**src/rtl/echo_tof_timer.sv**
```systemverilog
// rtl/echo_tof_timer.sv - ultrasonic echo time-of-flight timer
// Optional echo blanking window enabled by defining ECHO_BLANKING_EN.
module echo_tof_timer #(
    parameter int CNT_W          = 16,
    parameter int TIMEOUT_CYCLES = 50000,
    parameter int BLANK_CYCLES   = 64
) (
    input  logic             clk,
    input  logic             rst,
    input  logic             start,
    input  logic             echo,
    output logic [CNT_W-1:0] tof,
    output logic             tof_valid,
    output logic             timeout,
    output logic             busy
);

    typedef enum logic {
        IDLE    = 1'b0,
        MEASURE = 1'b1
    } state_t;

`ifdef ECHO_BLANKING_EN
    localparam bit BLANK_ON = 1'b1;
`else
    localparam bit BLANK_ON = 1'b0;
`endif

    localparam logic [CNT_W-1:0] LAST_K = CNT_W'(TIMEOUT_CYCLES);
    // Without blanking every echo from k = 1 onward is eligible.
    localparam logic [CNT_W-1:0] MIN_K  = BLANK_ON ? CNT_W'(BLANK_CYCLES) : CNT_W'(1);

    state_t           state, state_next;
    logic [CNT_W-1:0] k, k_next;
    logic [CNT_W-1:0] tof_next;
    logic             tof_valid_next;
    logic             timeout_next;

    always_ff @(posedge clk) begin
        if (rst) begin
            state     <= IDLE;
            k         <= '0;
            tof       <= '0;
            tof_valid <= 1'b0;
            timeout   <= 1'b0;
        end else begin
            state     <= state_next;
            k         <= k_next;
            tof       <= tof_next;
            tof_valid <= tof_valid_next;
            timeout   <= timeout_next;
        end
    end

    // k always equals the elapsed cycles since the start pulse of the cycle it is read in.
    always_comb begin
        state_next     = state;
        k_next         = k;
        tof_next       = tof;
        tof_valid_next = 1'b0;
        timeout_next   = 1'b0;
        case (state)
            IDLE: begin
                if (start) begin
                    state_next = MEASURE;
                    k_next     = CNT_W'(1);
                end
            end
            MEASURE: begin
                if (echo && (k >= MIN_K)) begin
                    state_next     = IDLE;
                    tof_next       = k;
                    tof_valid_next = 1'b1;
                end else if (k == LAST_K) begin
                    state_next   = IDLE;
                    timeout_next = 1'b1;
                end else begin
                    k_next = k + CNT_W'(1);
                end
            end
            default: state_next = IDLE;
        endcase
    end

    assign busy = (state == MEASURE);

endmodule

```
**config.mk**
```make
export PLATFORM = sky130hd
export DESIGN_NAME = echo_tof_timer
export DESIGN_NICKNAME = d
export VERILOG_FILES = /design/src/rtl/echo_tof_timer.sv
export SDC_FILE = /design/constraint.sdc
export NUM_CORES = 1
export LEC_CHECK = 0
export ABC_AREA = 1
export CORE_AREA = 2 2 62 64
export CTS_BUF_LIST = sky130_fd_sc_hd__clkbuf_4 sky130_fd_sc_hd__clkbuf_8
export CTS_CLUSTER_DIAMETER = 30
export DETAILED_ROUTE_END_ITERATION = 8
export DIE_AREA = 0 0 64 66
export PLACE_DENSITY = 0.75
export SLEW_MARGIN = 20
export SYNTH_ARGS = -nofsm -noshare
export SYNTH_HDL_FRONTEND = slang
export SYNTH_SLANG_ARGS = --single-unit
```
**constraint.sdc**
```tcl
create_clock -name clk -period 1.8 [get_ports clk]
set_input_delay 0.27 -clock clk [delete_from_list [all_inputs] [get_ports clk]]
set_output_delay 0.27 -clock clk [all_outputs]
set_load 0.05 [all_outputs]
```
==> results of run 1 <==
==> cell families after synthesis <==
logic type               share of synthesized area (%)
flip-flops                                       38.33
AO/OA/AOI/OAI                                    12.25
AND/OR/NAND/NOR                                  36.69
adder cells (fa/ha/maj)                          2.738
XOR/XNOR                                         1.438
buffers and inverters                            8.555
==> how the worst max path moves through the flow <==
stage / end / start / depth (start not counted)
3_5_place_dp: tof[11]$_SDFFE_PP0P_ / k[1]$_SDFFE_PP0P_ / 10
3_3_place_gp: k[3]$_SDFFE_PP0P_ / k[1]$_SDFFE_PP0P_ / 11
6_report: tof[3] / tof[3]$_SDFFE_PP0P_ / 1
5_1_grt: tof[10]$_SDFFE_PP0P_ / k[1]$_SDFFE_PP0P_ / 11
2_1_floorplan: k[2]$_SDFFE_PP0P_ / busy$_SDFF_PP0_ / 7
4_1_cts: tof[0]$_SDFFE_PP0P_ / k[1]$_SDFFE_PP0P_ / 11
==> through the flow <==
stage | TNS, ns | power [mW] | cell area (µm²) | utilization, % | setup slack [ns]
after floorplan | 0 | 1.040 | 1828 | - | 0.2010
after global placement | 0 | 1.134 | 2190 | 61.66 | 0.06549
after detailed placement | 0 | 1.136 | 2190 | 61.66 | 0.02653
after CTS | 0 | 1.578 | 2246 | 63.25 | 0.001640
after global routing | -0.03367 | 1.657 | 2313 | 65.15 | -0.01777
final | 0 | 1.590 | 2313 | 65.15 | 0.02814
==> where the power goes <==
group	leakage [nW]	internal, mW	total [mW]	switching (mW)
Clock	0.0361	0.182	0.449	0.267
Combinational	0.690	0.110	0.325	0.215
Sequential	0.285	0.801	0.816	0.0153
==> state kept, by name (all words and copies together), names as in the netlist <==
name / count
busy: 1
tof_valid: 1
timeout: 1
tof: 16
k: 16
==> layer usage <==
layer / vias to the layer above / track usage [%] / share of wire, %
met5: - / 0 / 0
met4: 0 / 12.77 / 2.9
met3: 11 / 6.133 / 4.8
met2: 50 / 38.15 / 47
met1: 798 / 27.63 / 46
li1: 953 / - / -
==> cell type report <==
class / instances / area [µm²] / share of cell area, %
Timing Repair Buffer: 46 / 421.7 / 18.23
Inverter: 24 / 92.59 / 4.002
Sequential cell: 35 / 705.7 / 30.50
Clock inverter: 1 / 5.005 / 0.2163
Clock buffer: 7 / 52.55 / 2.271
Tap cell: 48 / 60.06 / 2.596
Multi-Input combinational cell: 203 / 975.9 / 42.18
==> layout by cell type (no fill, tap or decap), drive strengths merged, types with 3 or more instances in the layout <==
master         instances
nor3                   3
nand2                 52
nand4                  3
nor2                  73
nand3                 22
o21ai                 26
xor2                   3
clkbuf                 7
a21oi                 15
inv                   24
dlymetal6s2s           5
buf                   25
dfxtp                 35
clkdlybuf4s50         15
ha                     4
==> repair_timing <==
| action | in CTS | in global routing |
|---|---|---|
| endpoints found under the setup margin | 1 | 37 |
| buffers inserted | 0 | 6 |
| pin swaps | 0 | 2 |
| resized for setup | 1 | 12 |
==> flow_summary.ini, run 1 <==
[clocking]
cts_tree = yes
path_clk_slew_ns = 0.10
clk_path_buf_depth = 2
root_buffer = clkbuf_4
cts_max_level = 2
clk_latency_ns = 0.35
hold_buffers = 0
numClockSinks = 35
cts_buffers = 5

[floorplan]
dieHeight_um = 66
die_w_um = 64
dieArea_um2 = 4224
pin_count = 23
coreArea_um2 = 3551
initial_core_util_pct = 51.48
core.rowCount = 22

[synthesis]
synth_top_area_share_pct = 38.33
syn_area_um2 = 1828
async_flop_share_pct = 0
synth.largest_area_cell = dfxtp_1
synth-edff-count = 0
yosysSeqAreaShare_pct = 38.33
synth_cells = 272
synthTopCellsByCount = nor2_1 (67), nand2_1 (46), dfxtp_1 (35), o21ai_0 (24), nand3_1 (22)
yosysUniqueCellTypes = 25
syn_avg_cell_area_um2 = 6.721
synth.net_count = 280
yosysWarnings = 0
yosysMostFrequentCell = nor2_1
ys.flop_type = dfxtp_1
synth_seq_cells = 35
synth_area_leaders = dfxtp_1 (38%), nor2_1 (14%), nand2_1 (9.4%)

[placement]
dp_cells = 350
port_buffers = 22
dp_hpwl_um = 3187
gp_congestion = 0.9426

[setup_path]
endpoint_kind = output pin
crit_chain = clkdlybuf4s50_1
critPathMaxStageDelay_ns = 0.80
path_max_fanout = 2
cp_slowest_cell = clkdlybuf4s50_1
crit_family = buffers and inverters
crit_required_ns = 1.53
cp.buffers_inverters = 1
critPathKind = reg2out
r2r_slack_ns = 0.12
reg2reg_depth = 11
worstPathArrival_ns = 1.50
critical_path.reg2reg.startpoint = k[0]$_SDFFE_PP0P_
r2r_end = k[11]$_SDFFE_PP0P_
cp-start-kind = register

[sta]
whs_ns = 0.4832
fin_skew_ns = 0.003451
hold_viol = 0
rsz0062_at_grt = yes
setup_viol = 0
max_freq_mhz = 564.4
tightest_slew_ns = 0.5031
post-route-min-period_ns = 1.772
period_share_pct = 98.44
drv_slew = 0
slew_headroom_pct = 66.36

[finish]
fillers = 314
diodes = 0
nNetsFinal = 323
synthToLayoutAreaGrowth_pct = 26.56
fin_cells = 364
final_layout_size_suffix_gt1_share_pct = 16.46

[flow_run]
cap_viol_max_count = 0

[global_route]
grt_pass1_vias = 1696
grt_use_total_pct = 23.25
grt_pass1_wl_um = 7555
grt_max_degree = 18
grt-ovfl-total = 0
antenna_found_initial = 0

[routing]
routed_wirelength_um = 4444
ant_nets = 0
vias = 1812
drt_iter0_drc = 69
drc = 0
via_per_inst = 4.978
wl_per_cell_um = 12.21
drtPass1Iterations = 5

[hold_path]
hp-class = reg2reg
min_path_cells = 2
hold_end = tof[0]$_SDFFE_PP0P_
min_from = tof[0]$_SDFFE_PP0P_

[power]
powerDensity_nw_per_um2 = 687.4
p_leak_nw = 1.010
ir_drop_v = 0.0004216

[outcome]
status = finished, final reports clean
No activity file was read; power rests on OpenSTA's default activity.
==> run 2, diff against run 1 <==
--- a/config.mk
+++ b/config.mk
@@ -6,12 +6,15 @@
 export NUM_CORES = 1
 export LEC_CHECK = 0
 export ABC_AREA = 1
-export CORE_AREA = 2 2 62 64
+export ABC_CLOCK_PERIOD_IN_PS = 2000
+export CELL_PAD_IN_SITES_DETAIL_PLACEMENT = 1
+export CELL_PAD_IN_SITES_GLOBAL_PLACEMENT = 1
+export CORE_AREA = 2 2 71 73
 export CTS_BUF_LIST = sky130_fd_sc_hd__clkbuf_4 sky130_fd_sc_hd__clkbuf_8
 export CTS_CLUSTER_DIAMETER = 30
 export DETAILED_ROUTE_END_ITERATION = 8
-export DIE_AREA = 0 0 64 66
-export PLACE_DENSITY = 0.75
+export DIE_AREA = 0 0 73 75
+export PLACE_DENSITY_LB_ADDON = 0.1
 export SLEW_MARGIN = 20
 export SYNTH_ARGS = -nofsm -noshare
 export SYNTH_HDL_FRONTEND = slang
==> constraint.sdc (replaced) <==
create_clock -name clk -period 2 [get_ports clk]
set_input_delay 0.3 -clock clk [delete_from_list [all_inputs] [get_ports clk]]
set_output_delay 0.3 -clock clk [all_outputs]
set_load 0.05 [all_outputs]
==> flow_summary.ini, run 2 (synthesis gave the netlist of run 1 again) <==
[finish]
multi_input_area_um2 = 984.7
top_regs = k (16), tof (16)
mostFrequentLayoutCell = nor2_1
layout_common_cells = nor2_1 (67), nand2_1 (46), dfxtp_1 (34), o21ai_0 (24)
synthToLayoutAreaGrowth_pct = 22.45
diodes = 0
fin_cells = 357
fillers = 626
nNetsFinal = 310
final_layout_size_suffix_gt1_share_pct = 12.21
regArea_um2 = 701.9

[outcome]
status = finished, final reports clean

[clocking]
clk_path_buf_depth = 2
path_clk_slew_ns = 0.08
root_buffer = clkbuf_8
cts_buffers = 5
postCtsSetupBuffers = 0
cts_max_level = 2
numClockSinks = 35
cts_tree = yes
clk_latency_ns = 0.29

[sta]
max_freq_mhz = 538.6
setup_viol = 0
drv_slew = 0
whs_ns = 0.4806
slew_headroom_pct = 66.06
rsz0062_at_grt = no
fin_skew_ns = 0.006346
hold_viol = 0
tns_ns = 0
post-route-min-period_ns = 1.857
period_share_pct = 92.83
tightest_slew_ns = 0.5074

[floorplan]
initial_core_util_pct = 39.22
pin_count = 23
dieHeight_um = 75
dieArea_um2 = 5475
die_w_um = 73
coreArea_um2 = 4661
core.rowCount = 25

[hold_path]
hp-class = reg2reg

[placement]
dp_hpwl_um = 4141
dp_cells = 349
port_buffers = 22
gp_congestion = 0.9154

[setup_path]
worstPathArrival_ns = 2.07
critPathKind = reg2reg
cp-start-kind = register
endpoint_kind = register
crit_required_ns = 2.21
path_max_fanout = 12

[routing]
via_per_inst = 5.277
ant_nets = 0
routed_wirelength_um = 5547
wl_per_cell_um = 15.54
drc = 0
drt_iter0_drc = 95
vias = 1884
drtPass1Iterations = 4

[global_route]
grt_use_total_pct = 21.74
grt_pass1_vias = 1750
grt-ovfl-total = 0
grt_max_degree = 23
antenna_found_initial = 0
grt_pass1_wl_um = 8825

[power]
power_mw = 1.540
powerDensity_nw_per_um2 = 688.0
p_leak_nw = 0.8546
ir_drop_v = 0.0003415

[flow_run]
cap_viol_max_count = 0
[run 2: cell types whose count changed in the layout (fill, tap and decap cells not counted), moves of 3 or more]
cell / before / now
clkbuf_8: 0 / 5
clkbuf_4: 7 / 1
o21ai_1: 5 / 2
buf_4: 24 / 11
dlymetal6s2s_1: 5 / 0
clkdlybuf4s50_1: 15 / 22
o21ai_0: 21 / 24
[run 2: layout make-up]
class | count | area share, %
Sequential cell | 35 | 31.36
Timing Repair Buffer | 33 | 13.53
Multi-Input combinational cell | 203 | 43.99
Inverter | 24 | 4.136
Tap cell | 54 | 3.018
Clock buffer | 6 | 3.410
Clock inverter | 2 | 0.5590
[run 2: path summary, 6_finish.rpt]
check	end	from	slack [ns]	cells after the start
max	k[12]$_SDFFE_PP0P_	k[1]$_SDFFE_PP0P_	0.14	11
min	tof[0]$_SDFFE_PP0P_	tof[0]$_SDFFE_PP0P_	0.48	2
min reg2reg	tof[0]$_SDFFE_PP0P_	tof[0]$_SDFFE_PP0P_	0.48	2
max reg2reg	k[12]$_SDFFE_PP0P_	k[1]$_SDFFE_PP0P_	0.14	11
[run 2: stage by stage]
stage          instance area, µm²  setup WS (ns)  utilization [%]
2_1_floorplan                1828         0.4010                -
3_3_place_gp                 2135         0.1619            45.80
3_5_place_dp                 2135         0.1049            45.80
4_1_cts                      2228        0.06074            47.81
5_1_grt                      2238        0.01712            48.03
6_report                     2238         0.1435            48.03
[run 2: timing repair]
action                     4_1_cts  5_1_grt
cloned                           0        0
setup endpoints to repair        1        5
resized for setup                1        2
hold buffers                     0        0
[run 2: per-layer routing]
metal,GRT usage [%],up-vias,part of all wire (%)
met5,0,-,0
met4,7.202,0,1.9
met3,4.016,9,5.1
met2,36.64,43,48
met1,28.16,908,45
li1,-,924,-
[run 2: power by group]
group	switching (mW)	internal (mW)	leakage, nW
Clock	0.271	0.257	0.0446
Combinational	0.194	0.0820	0.526
Sequential	0.0151	0.721	0.284
Total	0.480	1.06	0.855
[run 2: critical path: stages (launching register included)]
cell	delay, ns
dfxtp_2	0.36
inv_1	0.08
ha_1	0.19
nor2_1	0.13
nand3_1	0.09
nor2_1	0.14
nand2_2	0.09
nand2_4	0.15
nand2_4	0.15
nand2_8	0.14
nand2_1	0.07
a21oi_1	0.17
==> patch 1, RTL diff (config.mk and constraints of run 1) <==
Add a define of `ECHO_BLANKING_EN`.
--- a/src/rtl/echo_tof_timer.sv
+++ b/src/rtl/echo_tof_timer.sv
@@ -1,5 +1,7 @@
 // rtl/echo_tof_timer.sv - ultrasonic echo time-of-flight timer
 // Optional echo blanking window enabled by defining ECHO_BLANKING_EN.
+`define ECHO_BLANKING_EN
+
 module echo_tof_timer #(
     parameter int CNT_W          = 16,
     parameter int TIMEOUT_CYCLES = 50000,
Check against the original RTL: not equivalent (a bounded check fails within 4 cycles, from zero or initial values and one cycle with rst high).
==> patch 1 against run 1 <==
Wire length rose by 0.47%; cell area down 4.4%; sequential share of layout area up 1.3 points; maximum frequency increased by 0.58%; sequential cell count unchanged; setup slack improved by 0.010 ns; synthesized area grew 0.14%; critical path type unchanged.
Power is not compared: it rests on default switching activity, and its combinational part moved more than twofold at a synthesized area within 25%.
==> patch 1: results (changes against run 1) <==
Outcome
  • Status: completed

Placed design
  • Final GP Congestion: 0.9381 (-0.48%)
  • DP Worst Slack: 0.04647 ns (+0.01994 ns)
  • Placed insts: 337 (-3.7%)

Route
  • Final wirelength: 4.465 mm (+0.47%)
  • Initial DRT Pass Iterations: 4 (-1)
  • DR iter-0 viols: 118 (+71%)
  • Met2 wire length: 1.960 mm (-5.6%)
  • Met1 wire length: 2.072 mm (+2.4%)
  • Vias per cell: 5.232 (+5.1%)
  • WL met3: 297 µm (+38%)

GRT
  • First-pass GRT wire length: 7.617 mm (+0.82%)
  • Met3 GRT Util: 3.407% (-2.7 points)
  • Vias in the first global route: 1,688 (-0.47%)
  • Met1 Usage GRT: 29.86% (+2.2 points)
  • Global-route usage over all layers: 23.28% (+0.037 points)

Synth
  • Avg Cell Area, Syn: 6.830 µm² (+1.6%)
  • Sequential share of the synthesized area: 38.28% (-0.052 points)
  • Most frequent cells after synthesis: nand2_1, nor2_1, dfxtp_1
  • Top post-synthesis cells by area: dfxtp_1, nand2_1, a21oi_1
  • Post-synth cell types: 26 (+4.0%)

Final layout
  • Fill count: 340 (+8.3%)
  • Fin cells: 345 (-5.2%)
  • Multi-input combinational cell area: 998.5 µm² (+2.3%)

STA
  • Slew headroom: 65.84% (-0.52 points)
  • Tmin final: 1.762 ns (-0.01030 ns)
## patch 1: changes by cell type in the layout (fill, tap and decap cells not counted), sizes merged, moves of 3 or more
| cell | run 1 | this run |
|---|---|---|
| a21oi | 15 | 33 |
| buf | 25 | 13 |
| inv | 24 | 16 |
| nand2 | 52 | 79 |
| nand3 | 22 | 15 |
| nor2 | 73 | 47 |
| nor3 | 3 | 0 |
| o21ai | 26 | 16 |
## patch 1: power by group
| part | total [µW] | internal [µW] | switching [µW] |
|---|---|---|---|
| combinational | 86.1 | 27.0 | 59.0 |
| clock | 440 | 181 | 260 |
| sequential | 788 | 779 | 8.89 |
| total | 1310 | 987 | 327 |
## patch 1: path summary, 6_finish.rpt
kind                               end  cells after the start   start
worst min register to register  tof[2]                      2  tof[2]
worst max-delay path            tof[8]                      1  tof[8]
worst max register to register    k[8]                     11    k[0]
worst min-delay path            tof[2]                      2  tof[2]
## patch 1: metrics by stage
stage / power, µW / hold WS (ns)
5_1_grt: 1373 / 0.4903
3_3_place_gp: 885.6 / 0.4541
4_1_cts: 1323 / 0.4758
3_5_place_dp: 888.7 / 0.4601
2_1_floorplan: 860.3 / 0.4460
6_report: 1314 / 0.4716
## patch 1: what timing repair did
item / in CTS / in global routing
resized for setup: 0 / 9
setup endpoints to repair: 0 / 19
hold buffers: 0 / 0
## patch 1: area by class of cell
type / count / share of cell area, %
Inverter: 16 / 2.716
Tap cell: 48 / 2.716
Multi-Input combinational cell: 205 / 45.16
Clock inverter: 1 / 0.2264
Timing Repair Buffer: 34 / 15.05
Sequential cell: 35 / 31.81
Clock buffer: 6 / 2.320
## patch 1: logic make-up after synthesis
| family | synth area share, % |
|---|---|
| flops | 38.28 |
| buf+inv | 7.723 |
| xor+xnor | 1.914 |
| compound gates | 15.04 |
| simple gates | 35.68 |
| fa+ha+maj | 1.367 |
==> patch 2, RTL diff (flow settings as in run 1) <==
Made on the original files. Make the reset (`rst`) asynchronous in one clocked block.
--- a/src/rtl/echo_tof_timer.sv
+++ b/src/rtl/echo_tof_timer.sv
@@ -36,7 +36,7 @@
     logic             tof_valid_next;
     logic             timeout_next;
 
-    always_ff @(posedge clk) begin
+    always_ff @(posedge clk or posedge rst) begin
         if (rst) begin
             state     <= IDLE;
             k         <= '0;
Check against the original RTL: differs if rst is asserted again (counterexample within 4 cycles, from zero or initial values and one cycle with rst high); with rst held inactive, the same outputs for 10 cycles.
==> patch 2 against run 1 <==
Wire length is 8.3% higher; synthesized cell count up 0.37%; synthesized area grew 10%; highest routed layer unchanged; critical path type unchanged; sequential cell count unchanged; critical path depth unchanged; critical endpoint is now tof[1]; setup slack better by 0.021 ns; cell area grew 3.2%.
Power is not compared: it rests on default switching activity, and its combinational part moved more than twofold at a synthesized area within 25%.
==> patch 2: results (changes against run 1) <==
Route
  • Initial DRT Pass Iterations: 4 (-1)
  • Total number of vias: 1,804 (-0.44%)
  • Met2 wire length: 2.288 mm (+10%)
  • DR iter-0 viols: 86 (+25%)
  • Met1 wire length: 2.118 mm (+4.7%)

Final layout
  • Fraction of area in multi-input gates: 42.24% (+0.058 points)
  • Logic inverters: 15 (-38%)
  • Layout cell share with drive strength beyond 1: 10.00% (-6.5 points)
  • Non-clk bufs: 35 (-24%)
  • Fin cells: 348 (-4.4%)
  • Register area: 877.1 µm² (+24%)
  • Final Net Count: 308 (-4.6%)
  • Clock network contribution to total cell area: 1.887% (-0.60 points)
  • Fill count: 307 (-2.2%)

GRT
  • Vias in the first global route: 1,646 (-2.9%)
  • Global-route usage over all layers: 24.43% (+1.2 points)
  • Met1 Usage GRT: 31.64% (+4.0 points)
  • M2 GR Usage: 39.06% (+0.91 points)
  • First-pass GRT wire length: 7.790 mm (+3.1%)
  • Largest net degree at the start of global routing: 36 (+18)

CTS
  • Cts repair resizes: 0 (-1)

Synth
  • Xor and xnor area share after synthesis: 3.038% (+1.6 points)
  • Compound-Gate Fraction of Synth Area: 5.270% (-7.0 points)
  • Post-synthesis adder-cell area fraction: 1.860% (-0.88 points)
  • Post-synth cell types: 27 (+8.0%)
  • Async set-reset flop share out of synthesis: 100.0% (+100 points)
  • Sequential share of the synthesized area: 43.40% (+5.1 points)
  • Avg Cell Area, Syn: 7.393 µm² (+10%)
  • Most frequent cells after synthesis: nand2_1, nor2_1, dfrtp_1
  • Top post-synthesis cells by area: dfrtp_1, nand2_1, nor2_1

Outcome
  • Status: completed

STA
  • Max Clock Skew: 0.01234 ns (+0.008888 ns)
  • Worst Max-Slew Pin Slew: 0.5181 ns (+0.01504 ns)

Placed design
  • Dpl hpwl: 3.363 mm (+5.5%)
  • Placed insts: 340 (-2.9%)
  • Final GP Congestion: 0.9783 (+3.8%)

Critical path
  • Worst Reg-to-Reg Cells: 10 (-1)
==> patch 2: final timing paths <==
kind	to	slack, ns	start
max in group asynchronous	k[0]	1.14	rst
min in group clk	tof[12]	0.50	tof[12]
setup reg to reg	tof[13]	0.14	k[0]
hold / removal	k[2]	0.34	rst
setup / recovery	tof[1]	0.05	tof[1]
hold reg to reg	tof[12]	0.50	tof[12]
==> patch 2: power by group through the flow <==
stage,clock network [µW],logic (µW),registers (µW)
after floorplan,0,551,1130
final,392,1030,944
after detailed placement,0,948,961
after global placement,0,935,956
after global routing,434,1120,959
after CTS,401,949,944
==> patch 2: through the flow <==
step	power [µW]	setup WS, ns	instance area (µm²)	hold slack, ns
after floorplan	1686	0.2439	2018	0.3564
after global placement	1890	0.1668	2285	0.4624
after detailed placement	1908	0.07132	2285	0.4827
after CTS	2294	0.02616	2330	0.3404
after global routing	2516	-0.003199	2387	0.3860
final	2365	0.04912	2387	0.3359
